### src/rtl/if_fetch_unit.sv
// rtl/if_fetch_unit.sv - instruction-fetch stage: PC, imem handshake and IF/ID presentation
// Define IF_FETCH_TRACE_EN to print consume/hold/redirect/drain events with the PC.
module if_fetch_unit #(
    parameter logic [31:0] RESET_PC = 32'h0000_0000
) (
    input  logic        clk,
    input  logic        rst,
    input  logic        pc_write,
    input  logic        redirect_valid,
    input  logic [31:0] redirect_target,
    output logic        imem_req,
    output logic [31:0] imem_addr,
    input  logic        imem_ready,
    input  logic [31:0] imem_rdata,
    output logic        fetch_valid,
    output logic [31:0] instruction_out,
    output logic [31:0] pc_plus_4_out,
    output logic [3:0]  pc_page_out,
    output logic        if_id_flush
);

    typedef enum logic [1:0] {
        S_IDLE  = 2'd0,
        S_FETCH = 2'd1,
        S_HOLD  = 2'd2,
        S_DRAIN = 2'd3
    } state_t;

    state_t      state_q, state_d;
    logic [31:0] pc_q, pc_d;
    logic [31:0] buf_instr_q, buf_instr_d;
    logic [31:0] drain_addr_q, drain_addr_d;
    logic [31:0] redirect_pc;
    logic [31:0] pc_inc;
    logic [1:0]  unused_target_lsbs;
    logic        consume;

    assign redirect_pc        = {redirect_target[31:2], 2'b00};
    assign unused_target_lsbs = redirect_target[1:0];
    assign pc_inc             = pc_q + 32'd4;
    assign consume            = fetch_valid & pc_write & ~redirect_valid;

    always_ff @(posedge clk or posedge rst) begin
        if (rst) begin
            state_q      <= S_IDLE;
            pc_q         <= RESET_PC;
            buf_instr_q  <= 32'h0;
            drain_addr_q <= 32'h0;
        end else begin
            state_q      <= state_d;
            pc_q         <= pc_d;
            buf_instr_q  <= buf_instr_d;
            drain_addr_q <= drain_addr_d;
        end
    end

    // Output decode; in S_FETCH the memory word is bypassed straight to IF/ID.
    always_comb begin
        imem_req        = 1'b0;
        imem_addr       = 32'h0;
        fetch_valid     = 1'b0;
        instruction_out = 32'h0;
        case (state_q)
            S_FETCH: begin
                imem_req    = 1'b1;
                imem_addr   = pc_q;
                fetch_valid = imem_ready;
                if (imem_ready) begin
                    instruction_out = imem_rdata;
                end
            end
            S_HOLD: begin
                fetch_valid     = 1'b1;
                instruction_out = buf_instr_q;
            end
            S_DRAIN: begin
                imem_req  = 1'b1;
                imem_addr = drain_addr_q;
            end
            default: ;
        endcase
    end

    assign pc_plus_4_out = fetch_valid ? pc_inc : 32'h0;
    assign pc_page_out   = pc_plus_4_out[31:28];
    assign if_id_flush   = ~fetch_valid | redirect_valid;

    always_comb begin
        state_d      = state_q;
        pc_d         = pc_q;
        buf_instr_d  = buf_instr_q;
        drain_addr_d = drain_addr_q;
        if (redirect_valid) begin
            pc_d = redirect_pc;
        end
        case (state_q)
            S_IDLE: begin
                state_d = S_FETCH;
            end
            S_FETCH: begin
                if (redirect_valid) begin
                    // An unanswered request must still be retired before refetching.
                    if (imem_ready) begin
                        state_d = S_FETCH;
                    end else begin
                        drain_addr_d = pc_q;
                        state_d      = S_DRAIN;
                    end
                end else if (imem_ready && pc_write) begin
                    pc_d = pc_inc;
                end else if (imem_ready) begin
                    buf_instr_d = imem_rdata;
                    state_d     = S_HOLD;
                end
            end
            S_HOLD: begin
                if (redirect_valid) begin
                    state_d = S_FETCH;
                end else if (pc_write) begin
                    pc_d    = pc_inc;
                    state_d = S_FETCH;
                end
            end
            S_DRAIN: begin
                if (!redirect_valid && imem_ready) begin
                    state_d = S_FETCH;
                end else if (redirect_valid && imem_ready) begin
                    state_d = S_FETCH;
                end
            end
            default: state_d = S_IDLE;
        endcase
    end

`ifdef IF_FETCH_TRACE_EN
    always @(posedge clk) begin
        if (!rst) begin
            if (consume)
                $display("@%t: IF_FETCH::CONSUME pc=%h", $time, pc_q);
            if (state_q == S_FETCH && imem_ready && !pc_write && !redirect_valid)
                $display("@%t: IF_FETCH::HOLD pc=%h", $time, pc_q);
            if (redirect_valid)
                $display("@%t: IF_FETCH::REDIRECT pc=%h target=%h", $time, pc_q, redirect_pc);
            if (state_q == S_DRAIN && imem_ready)
                $display("@%t: IF_FETCH::DRAIN addr=%h pc=%h", $time, drain_addr_q, pc_q);
        end
    end
`else
    // Tracing compiled out; consume is kept for the trace build only.
    logic unused_consume;
    assign unused_consume = consume;
`endif

endmodule

### config.mk
export PLATFORM = sky130hd
export DESIGN_NAME = if_fetch_unit
export DESIGN_NICKNAME = d
export VERILOG_FILES = /design/src/rtl/if_fetch_unit.sv
export SDC_FILE = /design/constraint.sdc
export NUM_CORES = 1
export LEC_CHECK = 0
export CAP_MARGIN = 30
export CORE_MARGIN = 5
export CORE_UTILIZATION = 39
export CTS_CLUSTER_SIZE = 40
export DETAILED_ROUTE_END_ITERATION = 16
export PLACE_DENSITY = 0.72
export SYNTH_ARGS = -nofsm -noshare
export SYNTH_HDL_FRONTEND = slang
export SYNTH_SLANG_ARGS = --single-unit
### constraint.sdc
create_clock -name clk -period 4.65 [get_ports clk]
set_clock_uncertainty 0.05 [all_clocks]
set_input_delay 0.93 -clock clk [delete_from_list [all_inputs] [get_ports clk]]
set_output_delay 0.93 -clock clk [all_outputs]
set_load 0.02 [all_outputs]
==> reports/results.tsv, run 1 <==
metric	value	unit
status	completed	
synthesized area per cell	9.872	um2
IO Pins	172	
Tot GR Track Use	20.26	%
maximum number of pins on one net before global-route repair	42	
Cell Area, Placed	0.007468	mm2
Clock transition at path regs	60	ps
Post-CTS Resized	0	
drt wl/cell	18.94	um
post-synth cell types	47	
Routed WL	17060	um
post-route setup slack	462.5	ps
CTS Buffer Depth	2	
DRC	0	
Crit Path Category	reg -> out	
CTS tree	done	
fin util	54.09	%
pre-CTS setup slack	669.1	ps
ys flop type	dfrtp_1	
Final HPWL DP	12190	um
Yosys warning count	0	
Rows	44	
synthesized net count	646	
peak ir drop on the vdd network	0.0002327	V
share of layout cells above drive strength 1	14.92	%
cell area after layout	0.007772	mm2
crit path launch	pc_q[3]$_DFF_PP0_	
die area	0.01701	mm2
number of synthesized register bits	98	
Clock Sinks	98	
RR Startpoint	state_q[0]$_DFFE_PP0P_	
Num CTS Buffers	9	
GPL Wtd Cong	0.8400	
Starting Density	39.37	%
CP cell instances	ha_1 -> nand3_1 -> or4_4 -> nor4_4 -> xnor2_1 -> nor2_1 -> clkdlybuf4s50_1	
Crit. End Element	output pin	
worst slew pin tran	918.3	ps
Mapped Area	0.005657	mm2
share of flip-flops with an asynchronous set or reset	100.0	%
CP max FO	7	
Power Density	651.0	mW/mm2
CP arrival	3210	ps
Bufs and invs on worst path	1	
Tcrit/Tclk final	90.05	%
R2R Setup Slk	1800	ps
CP delay by family, top	simple AND/OR/NAND/NOR gates	
number of flops mapped to enable cells by yosys	0	
slowest CP cell	clkdlybuf4s50_1	
hold_buf cts	0	
ANT nets after route	0	
worst relative slew slack	38.59	%
register area share after synthesis	43.35	%
core box area	0.01437	mm2
instance count on the critical path	7	
post-layout min period	4188	ps
Iter 0 DRT Violations	415	
Worst-Skew Late Latency	360	ps
vias per inst	5.656	
first-pass GRT wire length	27250	um
endpoints failing hold	0	
HP Class	reg -> reg	
fmax	0.2388	GHz
Worst Path Required	3670	ps
DR pass1 iterations	5	
Ant. Diodes	0	
cell count after synthesis	573	
Worst Setup EP	pc_plus_4_out[28]	
Fin Setup TNS	0	ps
Slowest Stage Delay on Critical Path	650	ps
WHS	457.6	ps
fin. max-slew vios	0	
DIE WIDTH	130.4	um
leakage power	0.003173	uW
unrepaired setup endpoints after global routing	no	
# H-tree levels	3	
Post-CTS Setup Bufs	0	
Max Cap Viol	0	
vias in the first global route	5365	
CP Launch Type	flop	
Die Height	130.4	um
Port Buffer Count	169	
initial antenna violation count	0	
via count	5096	
Nets	785	
R2R depth	7	
Congestion Overflow GR	0	
root buf cell	clkbuf_16	
Syn-to-layout area delta	37.40	%
worst r2r dst	pc_q[21]$_DFF_PP0_	
endpoints failing setup	0	
==> cells in the mapped netlist (all sizes together), types with 4 or more instances <==
| library cell | n | share of area [%] |
|---|---|---|
| dfrtp | 98 | 43 |
| nor2 | 69 | 4.6 |
| mux2 | 63 | 13 |
| clkbuf | 40 | 2.7 |
| a22oi | 36 | 4.8 |
| a22o | 32 | 5.0 |
| nand2 | 28 | 1.9 |
| o21ai | 22 | 1.9 |
| xor2 | 20 | 3.1 |
| buf | 19 | 1.8 |
| nand3 | 16 | 1.4 |
| a21oi | 15 | 1.3 |
| mux2i | 14 | 2.5 |
| o22ai | 12 | 1.3 |
| o311ai | 9 | 1.4 |
| inv | 8 | 0.53 |
| nand4 | 8 | 1.0 |
| and3 | 7 | 0.77 |
| xnor2 | 7 | 1.1 |
| and2 | 6 | 0.66 |
| nor2b | 5 | 0.55 |
| a31oi | 4 | 0.44 |
| ha | 4 | 0.88 |
| nand2b | 4 | 0.44 |
| nor4 | 4 | 0.93 |
==> layer usage <==
| metal | up-vias | global-route usage, % | part of all wire, % | wire (um) |
|---|---|---|---|---|
| li1 | 2350 | - | - | - |
| met1 | 2475 | 24.70 | 39 | 6708 |
| met2 | 247 | 33.68 | 48 | 8255 |
| met3 | 24 | 6.423 | 10 | 1757 |
| met4 | 0 | 7.683 | 2.0 | 340 |
| met5 | - | 0 | 0 | 0 |
==> registers in the layout (all words and copies together) (netlist names) <==
signal and cells:
buf_instr_q 32, pc_q 32, drain_addr_q 32, state_q 2
==> metrics by stage <==
stage	instances	total power [uW]
finish	901	5060
global route	901	5395
CTS	901	5093
detailed placement	885	4306
global placement	884	4214
floorplan	573	3192
==> logic make-up after synthesis <==
| family | count (synthesis) | share of synthesized area (%) |
|---|---|---|
| XOR/XNOR | 27 | 4.181 |
| AO/OA/AOI/OAI | 136 | 17.03 |
| AND/OR/NAND/NOR | 164 | 14.53 |
| multiplexers | 77 | 15.02 |
| adder cells (fa/ha/maj) | 4 | 0.8848 |
| buffers and inverters | 67 | 4.999 |
| flip-flops | 98 | 43.35 |
==> worst min path at each step <==
stage	start	endpoint	cells past startpoint
after global placement	drain_addr_q[13]$_DFFE_PP0P_	drain_addr_q[13]$_DFFE_PP0P_	2
after global routing	drain_addr_q[1]$_DFFE_PP0P_	drain_addr_q[1]$_DFFE_PP0P_	1
final	drain_addr_q[11]$_DFFE_PP0P_	drain_addr_q[11]$_DFFE_PP0P_	1
after CTS	drain_addr_q[11]$_DFFE_PP0P_	drain_addr_q[11]$_DFFE_PP0P_	1
after detailed placement	drain_addr_q[1]$_DFFE_PP0P_	drain_addr_q[1]$_DFFE_PP0P_	1
after floorplan	drain_addr_q[13]$_DFFE_PP0P_	drain_addr_q[13]$_DFFE_PP0P_	2
==> where the power goes <==
| group | switching, uW | leakage (uW) | total, uW | internal (uW) |
|---|---|---|---|---|
| logic | 1430 | 0.00181 | 2680 | 1250 |
| registers | 377 | 0.00123 | 1610 | 1240 |
| clock network | 348 | 0.000138 | 769 | 421 |
==> placed cells by master (no fill, tap or decap), types with 3 or more instances in the layout <==
master / count
a21oi_1: 15
a22o_1: 32
a22oi_1: 36
a31oi_1: 4
and2_1: 6
and3_1: 7
and4_1: 3
buf_4: 18
clkbuf_16: 9
clkdlybuf4s50_1: 168
clkinvlp_4: 3
dfrtp_1: 98
ha_1: 4
inv_1: 7
mux2_2: 63
mux2i_1: 14
nand2_1: 28
nand2b_1: 4
nand3_1: 16
nand4_1: 7
nor2_1: 69
nor2b_1: 5
nor3_1: 3
o21ai_0: 21
o22ai_1: 12
o311ai_0: 8
or3_1: 3
xnor2_1: 7
xor2_1: 20
==> area by class of cell <==
class | instances | area, um2
clock buffers | 9 | 225.2
clock inverters | 7 | 78.83
fillers | 1272 | 6596
inverters | 8 | 32.53
multi-input cells | 408 | 2932
flip-flops and latches | 98 | 2452
well taps | 184 | 230.2
repair buffers | 187 | 1822
Note: power is estimated with default switching activity, not from simulation.
==> run 2: changes to the inputs <==
Clock period 4.65 ns to 4.4 ns, I/O delays scaled along.
==> reports/results.tsv, run 2 (synthesis gave the netlist of run 1 again) <==
metric	value	unit
unrepaired setup endpoints after global routing	no	
slowest CP cell	clkdlybuf4s50_1	
Ant. Diodes	0	
CP delay by family, top	simple AND/OR/NAND/NOR gates	
ANT nets after route	0	
endpoints failing setup	0	
Bufs and invs on worst path	1	
worst slew pin tran	655.8	ps
hold_buf cts	0	
status	completed	
Syn-to-layout area delta	37.25	%
die area	0.01701	mm2
first-pass GRT wire length	27110	um
GPL Wtd Cong	0.8468	
Num CTS Buffers	9	
CTS tree	done	
Finished Layout Cells	903	
vias in the first global route	5318	
drt wl/cell	18.70	um
endpoints failing hold	0	
Iter 0 DRT Violations	374	
fmax	0.2441	GHz
DR pass1 iterations	5	
Slowest Stage Delay on Critical Path	630	ps
root buf cell	clkbuf_16	
post-layout min period	4096	ps
via count	5068	
Post-CTS Setup Bufs	0	
CP arrival	3170	ps
commonest non-fill, non-tap cell in the layout	clkdlybuf4s50_1	
Fin Setup TNS	0	ps
post-placement cell count	887	
HP Class	reg -> reg	
Nets	787	
HP Start	drain_addr_q[5]$_DFFE_PP0P_	
Clock Sinks	98	
Post-CTS Resized	0	
Clock transition at path regs	70	ps
RR Startpoint	state_q[1]$_DFFE_PP0P_	
Starting Density	39.37	%
Worst Path Required	3470	ps
DIE WIDTH	130.4	um
CP cell instances	ha_1 -> nand3_1 -> or4_4 -> nor4_4 -> xnor2_1 -> nor2_1 -> clkdlybuf4s50_1	
largest registers	buf_instr_q: 32 flops, drain_addr_q: 32 flops, pc_q: 32 flops	
Final HPWL DP	12100	um
vias per inst	5.612	
Cell Area, Placed	0.007491	mm2
Routed WL	16890	um
maximum number of pins on one net before global-route repair	45	
Port Buffer Count	169	
CP max FO	7	
leakage power	0.003179	uW
Die Height	130.4	um
Crit Path Category	reg -> out	
Power Density	679.9	mW/mm2
Tot GR Track Use	19.85	%
peak ir drop on the vdd network	0.0002753	V
Max Cap Viol	0	
Fillers	1269	
core box area	0.01437	mm2
cell area after layout	0.007764	mm2
CTS Buffer Depth	2	
Congestion Overflow GR	0	
crit path launch	pc_q[3]$_DFF_PP0_	
Crit. End Element	output pin	
IO Pins	172	
Tcrit/Tclk final	93.09	%
Worst-Skew Late Latency	340	ps
# H-tree levels	3	
fin. max-slew vios	0	
worst relative slew slack	55.88	%
initial antenna violation count	0	
share of layout cells above drive strength 1	15.02	%
DRC	0	
Rows	44	
most frequent cells in the layout	clkdlybuf4s50_1, dfrtp_1, nor2_1	
CP Launch Type	flop	
run 2: report_power, final:
group	switching (uW)	internal, uW
sequential	400	1310
combinational	1520	1320
clock	337	396
total	2250	3030
run 2: worst register-to-register path: stages (launching register included):
cell and delay, ps:
dfrtp_1 410, inv_1 70, ha_1 150, buf_4 440, a21oi_1 270, or3_1 580
buf_4 310, o311ai_0 390
run 2: path summary, 6_finish.rpt:
path | slack, ps | depth (start not counted) | to
max | 300 | 7 | pc_plus_4_out[28]
min | 460 | 1 | drain_addr_q[5]$_DFFE_PP0P_
max reg2reg | 1600 | 7 | pc_q[17]$_DFF_PP0_
min reg2reg | 460 | 1 | drain_addr_q[5]$_DFFE_PP0P_
max in group asynchronous | 2570 | 3 | buf_instr_q[4]$_DFFE_PP0P_
min in group asynchronous | 890 | 2 | drain_addr_q[1]$_DFFE_PP0P_
run 2: per-stage QoR:
stage,hold WS [ps],setup WS (ps),total power [uW],utilization (%)
floorplan,401.1,907.9,3373,-
global placement,418.7,199.8,4456,52.03
detailed placement,443.5,522.3,4565,52.13
CTS,457.6,302.1,5307,54.03
global route,473.4,140.5,5613,54.03
finish,456.8,303.9,5278,54.03
run 2: cell type report:
cell class | instances | area, um2 | share of cell area, %
Timing Repair Buffer | 189 | 1844 | 23.76
Sequential cell | 98 | 2452 | 31.59
Clock inverter | 5 | 30.03 | 0.3868
Multi-Input combinational cell | 408 | 2932 | 37.76
Clock buffer | 11 | 242.7 | 3.127
Tap cell | 184 | 230.2 | 2.965
Inverter | 8 | 32.53 | 0.4190
run 2: routing by layer:
layer | share of wire [%] | global-route usage, % | wire (um)
met1 | 40 | 23.94 | 6770
met2 | 49 | 34.40 | 8289
met3 | 9.4 | 6.179 | 1594
met4 | 1.4 | 5.505 | 233
met5 | 0 | 0 | 0
